==> src/rtl/module_sp_sync.sv <==
// module_sp_sync: per-lane serial-to-parallel receiver that hunts for COM, locks byte alignment and emits bytes.
// Optional SP_RESYNC_EN: an off-boundary COM after a boundary COM is treated as a bit slip and realigns.
module module_sp_sync #(
  parameter logic [7:0] COM_SYM    = 8'hBC,
  parameter int         SYNC_COUNT = 4
) (
  input  logic       clk_32f,
  input  logic       reset_L,
  input  logic       data_in_SP,
  output logic [7:0] data_out_SP,
  output logic       valid_out_SP,
  output logic       byte_strobe,
  output logic       active
);
`ifdef SP_RESYNC_EN
  localparam bit RESYNC = 1'b1;
`else
  localparam bit RESYNC = 1'b0;
`endif
  localparam int CW = $clog2(SYNC_COUNT + 1);
  localparam logic [CW-1:0] LOCK_CNT = CW'(SYNC_COUNT - 1);
  typedef enum logic [1:0] {SEARCH, ALIGN, ACTIVE} state_t;
  state_t state_q, state_d;
  logic [7:0] sr_q, nxt, data_q, data_d;
  logic [2:0] bit_cnt_q, bit_cnt_d;
  logic [CW-1:0] com_cnt_q, com_cnt_d;
  logic valid_q, valid_d, strobe_q, strobe_d, active_q, active_d, last_com_q, last_com_d;
  logic is_com, boundary;
  assign nxt      = {sr_q[6:0], data_in_SP};
  assign is_com   = nxt == COM_SYM;
  assign boundary = bit_cnt_q == 3'd7;
  always_comb begin
    state_d    = state_q;
    bit_cnt_d  = bit_cnt_q + 3'd1;
    com_cnt_d  = com_cnt_q;
    data_d     = data_q;
    valid_d    = valid_q;
    strobe_d   = 1'b0;
    active_d   = active_q;
    last_com_d = last_com_q;
    case (state_q)
      SEARCH: if (is_com) begin
        state_d   = ALIGN;
        bit_cnt_d = 3'd0;
        com_cnt_d = CW'(1);
      end
      ALIGN: if (boundary) begin
        if (!is_com) begin
          state_d   = SEARCH;
          com_cnt_d = '0;
        end else if (com_cnt_q == LOCK_CNT) begin
          state_d    = ACTIVE;
          active_d   = 1'b1;
          last_com_d = 1'b1;
        end else begin
          com_cnt_d = com_cnt_q + CW'(1);
        end
      end
      ACTIVE: if (boundary) begin
        strobe_d   = 1'b1;
        valid_d    = !is_com;
        data_d     = is_com ? data_q : nxt;
        last_com_d = is_com;
      end else if (RESYNC && last_com_q && is_com) begin
        // COM completed off the boundary right after idle: the lane slipped, realign here
        state_d   = ALIGN;
        active_d  = 1'b0;
        valid_d   = 1'b0;
        bit_cnt_d = 3'd0;
        com_cnt_d = CW'(1);
      end
      default: state_d = SEARCH;
    endcase
  end
  always_ff @(posedge clk_32f or negedge reset_L) begin
    if (!reset_L) begin
      state_q    <= SEARCH;
      sr_q       <= '0;
      bit_cnt_q  <= '0;
      com_cnt_q  <= '0;
      data_q     <= '0;
      valid_q    <= 1'b0;
      strobe_q   <= 1'b0;
      active_q   <= 1'b0;
      last_com_q <= 1'b0;
    end else begin
      state_q    <= state_d;
      sr_q       <= nxt;
      bit_cnt_q  <= bit_cnt_d;
      com_cnt_q  <= com_cnt_d;
      data_q     <= data_d;
      valid_q    <= valid_d;
      strobe_q   <= strobe_d;
      active_q   <= active_d;
      last_com_q <= last_com_d;
    end
  end
  assign data_out_SP  = data_q;
  assign valid_out_SP = valid_q;
  assign byte_strobe  = strobe_q;
  assign active       = active_q;
endmodule

==> config.mk <==
export PLATFORM = sky130hd
export DESIGN_NAME = module_sp_sync
export DESIGN_NICKNAME = d
export VERILOG_FILES = /design/src/rtl/module_sp_sync.sv
export SDC_FILE = /design/constraint.sdc
export NUM_CORES = 1
export LEC_CHECK = 0
export BUFFER_PORTS_ARGS = -buffer_cell sky130_fd_sc_hd__buf_4
export CAP_MARGIN = 10
export CORE_MARGIN = 5
export CORE_UTILIZATION = 55
export DETAILED_ROUTE_END_ITERATION = 16
export HOLD_SLACK_MARGIN = 0.1
export MAX_ROUTING_LAYER = met4
export PLACE_DENSITY = 0.77
export SYNTH_ARGS = -nofsm -noshare
export SYNTH_HDL_FRONTEND = slang
export SYNTH_SLANG_ARGS = --single-unit
==> constraint.sdc <==
create_clock -name clk_32f -period 3.7 [get_ports clk_32f]
set_clock_uncertainty 0.05 [all_clocks]
set_input_delay 0.555 -clock clk_32f [delete_from_list [all_inputs] [get_ports clk_32f]]
set_output_delay 0.555 -clock clk_32f [all_outputs]
set_load 0.05 [all_outputs]
After elaboration in Yosys (flattened, before gate mapping)

Cells that the tools add are included.
Widths: inputs -> output; s select.

Reduce and logical (&&, ||, !) cells: 8
Equal/unequal tests: 9
$add $sub $neg: 2
Muxes and demuxes: 14
Bitwise logic cells: 2

Operators by type and width:

| kind                | number |
|---|---|
| $mux 3              | 6 |
| $reduce_and 4->1    | 3 |
| $eq 8x8->1 const B  | 1 |
| $mux 2              | 4 |
| $add 3x1->3 const B | 2 |
| $ne 3x3->1 const B  | 2 |
| $pmux 2 s3          | 1 |
| $pmux 3 s2          | 1 |
| $ne 2x2->1 const B  | 2 |
| $eq 3x2->1 const B  | 1 |
| $eq 3x3->1 const B  | 1 |
| $reduce_and 3->1    | 1 |
| $eq 2x1->1 const B  | 1 |
| $eq 2x2->1 const B  | 1 |
| $logic_not 2->1     | 1 |
| $mux 1              | 2 |
| $not 1->1           | 2 |
| $reduce_and 2->1    | 1 |
| $reduce_bool 2->1   | 1 |
| $logic_not 1->1     | 1 |

Bits in registers: 26
Bits of input ports: 3
Output and inout port bits: 11
Word-level logic and storage cells: 43

Depth between registers and ports, before layout

Depth in word-level cells: 5
Gate-level depth with buffers: 5
Mapped depth without buffers: 5

Least setup slack after synthesis

OpenSTA, ideal clock, no wires.

Path type: register to register
Start: register com_cnt_q[0]
End: register com_cnt_q[2]
Path slack: 2,076 ps
Period minus slack after synthesis: 1,624 ps
Stages on the path, launching flop included: 6
Data arrival time: 1,507 ps
Path through: dfrtp_1 > ha_1 > ha_1 > or3b_1 > o31ai_1 > a32o_1

Word-level cells in the longest chain between the ends: 5
Elaborated cells on any way between the ends: 8

Ends and longest elaborated chain:

| item                   | line | text |
|---|---|---|
| from (decl)            | 26   | `logic [CW-1:0] com_cnt_q, com_cnt_d;` |
| from (signal assigned) | 90   | `com_cnt_q <= com_cnt_d;` |
| $add 3x1->3            | 56   | `com_cnt_d = com_cnt_q + CW'(1);` |
| $mux 3                 | 51   | `end else if (com_cnt_q == LOCK_CNT) begin` |
| $mux 3                 | 48   | `if (!is_com) begin` |
| $mux 3                 | 47   | `ALIGN: if (boundary) begin` |
| $pmux 3 s2             | 41   | `case (state_q)` |

Parallel ways exist; a longest one is shown, timed or not. The select of a mux whose other input is x is not followed.
A chain may end at the register's enable or synchronous reset.

Worst setup path in the final report

Ends and elaborated chain as after synthesis.

==> flow_metrics.py <==
metrics = {
    "routing": {
        "vias": 646,
        "viasPerCell": 5.57,
        "routedWlPerCell_um": 13.8,
        "route.detailed.drc": 0,
        "dr.pass1.iters": 4,
        "drtIter0Drc": 15,
        "ant_nets": 0,
        "drt-total-wl_um": 1600,
    },
    "placement": {
        "portBuffers": 13,
        "dp_hpwl_um": 1180,
        "placed_cells": 111,
        "place.gp.congestion": 0.804,
        "place_area_mm2": 0.00117,
    },
    "timing": {
        "setup-tns-final_ns": 0,
        "whs_ns": 0.295,
        "fmax_mhz": 549,
        "hold_viol_final": 0,
        "final-max-slew-violation-count": 0,
        "tightest_slew_ns": 0.342,
        "setup_violations": 0,
        "post-route-period-util": 0.492,
        "slew_headroom": 0.772,
        "rsz0062_at_grt": "no",
        "layout_min_cycle_time_ns": 1.82,
    },
    "final_layout": {
        "register_area_um2": 651,
        "finalInstanceArea_mm2": 0.00123,
        "area_growth_pct": 16.7,
        "layoutNonFillerInstCount": 116,
        "antenna_cells": 0,
        "drive_gt1_frac": 0.297,
        "fill_cells": 137,
        "fin_nets": 99,
        "multi_input_area_um2": 375,
    },
    "cts": {
        "cts_sinks": 26,
        "cts_buffers": 3,
        "clkTransAtPathRegs_ns": 0.14,
        "cts_resized": 0,
        "holdBufCountCts": 1,
        "post_cts_buffers": 0,
        "tritoncts": "yes",
        "cts_max_path_buffers": 2,
        "clkLatencyLatePin_ns": 0.32,
        "ctsHtreeMaxLevel": 1,
        "clockRootBuffer": "clkbuf_4",
    },
    "global_routing": {
        "overflow": 0,
        "grt_usage": 0.142,
        "grt_pass1_vias": 644,
        "grt_pass1_wl_um": 2840,
        "grt_max_degree": 27,
        "grt_antenna_before_repair": 0,
    },
    "floorplan": {
        "die_area_mm2": 0.00290,
        "start_util": 0.592,
        "pin_count": 14,
        "coreArea_mm2": 0.00178,
        "die_w_um": 53.8,
        "rows": 15,
        "die_h_um": 53.8,
    },
    "flow_run": {
        "drv_cap": 0,
    },
    "setup_path": {
        "cpMostUsedCell": "ha_1",
        "critPathSlowestCell": "dfrtp_1",
        "cp_slowest_stage_delay_ns": 0.45,
        "crit_path_cell_trace": "ha_1 -> ha_1 -> or3b_1 -> o31ai_1 -> a32o_1",
        "cp-start-kind": "register",
        "crit_type": "register to register",
        "end_kind": "register",
        "crit_required_ns": 3.91,
        "worstPathArrival_ns": 2.03,
        "cp_max_fo": 7,
    },
    "yosys": {
        "async_flop_share": 1.00,
        "yosys_warnings": 0,
        "yosys.area.top_type": "dfrtp_1",
        "synth_edf_count": 0,
        "syn_avg_cell_area_um2": 13.9,
        "ys_seq_area_frac": 0.616,
        "synthTopCellsByArea": "dfrtp_1, mux2_2, ha_1",
        "synth_flop_cell": "dfrtp_1",
        "synth_fp_nets": 83,
        "synth_common_cells": "dfrtp_1, mux2_2, ha_1, inv_1, nand2_1",
        "ys_seq_elements": 26,
        "yosysTopAreaCellShare": 0.616,
        "yosysUniqueCellTypes": 27,
        "synthMostInstantiatedCell": "dfrtp_1",
        "postSynthCellCount": 76,
        "netlist_area_mm2": 0.00106,
    },
    "power": {
        "leakagePower_nw": 0.614,
        "power.total_w": 0.000543,
        "p_per_area_mw_per_mm2": 441,
        "peakVddDrop_mv": 0.378,
    },
    "worst_hold_path": {
        "hold_class": "input port to register",
    },
    "run_status": {
        "status": "completed",
    },
}
[critical path, delay by kind of cell, from the launching register on]
family                     cells  cell delay, ns
DFF                            1            0.45
adders and majority gates      2            0.48
and+or+nand+nor                1            0.39
AOI/OAI and AO/OA              2            0.40
[routing by layer]
metal | vias to the layer above | routed length (µm) | global-route usage
li1 | 306 | - | -
met1 | 316 | 706 | 0.186
met2 | 20 | 763 | 0.210
met3 | 4 | 93 | 0.0249
met4 | 0 | 33 | 0.0766
met5 | - | 0 | -
[area by class of cell]
type	count	share of cell area
flip-flops and latches	26	0.528
multi-input cells	43	0.305
repair buffers	14	0.0873
well taps	25	0.0254
clock inverters	1	0.0244
clock buffers	3	0.0183
inverters	4	0.0122
[worst paths after layout]
kind,startpoint,end,slack [ns],cells past startpoint
setup / recovery,com_cnt_q[0],com_cnt_q[2],1.88,5
hold / removal,data_in_SP,sr_q[0],0.29,1
setup reg to reg,com_cnt_q[0],com_cnt_q[2],1.88,5
hold reg to reg,sr_q[4],sr_q[5],0.36,0
max in group asynchronous,reset_L,bit_cnt_q[2],2.76,2
min in group asynchronous,reset_L,sr_q[4],0.60,2
[power by group]
| part | internal, W | switching (W) |
|---|---|---|
| sequential | 0.000303 | 0.0000120 |
| clock | 0.000110 | 0.0000806 |
| combinational | 0.0000179 | 0.0000199 |
| total | 0.000431 | 0.000112 |
[cell families after synthesis]
kind of cell             Yosys count  synth area share
AND/OR/NAND/NOR                   17             0.111
multiplexers                       8            0.0853
buffers and inverters              7            0.0284
adder cells (fa/ha/maj)            4            0.0474
flip-flops                        26             0.616
AO/OA/AOI/OAI                     14             0.111
[registers in the layout, indices dropped and copies added, names as in the netlist]
register	flops
valid_out_SP	1
active	1
byte_strobe	1
state_q	2
data_out_SP	8
com_cnt_q	3
sr_q	7
bit_cnt_q	3
[stage by stage]
stage | utilization | worst slack, ns
6_report | 0.691 | 1.88
5_1_grt | 0.691 | 1.79
4_1_cts | 0.691 | 1.88
3_5_place_dp | 0.656 | 1.91
3_3_place_gp | 0.656 | 1.93
2_1_floorplan | - | 2.08
[cell usage in the layout (no fill, tap or decap), drive strengths merged]
cell,instances
o2bb2ai,2
nor2b,1
buf,13
nor2,2
a32oi,1
mux2,8
a21oi,2
a21o,1
o31ai,1
nand2,4
o211ai,2
bufinv,1
o21ai,1
or3b,1
nand3b,1
o21bai,1
nor4b,1
a32o,2
nand3,2
clkbuf,3
dlygate4sd3,1
and2,3
dfrtp,26
inv,4
and4b,1
ha,4
a211oi,1
and4bb,1
(Power assumes the default switching activity.)
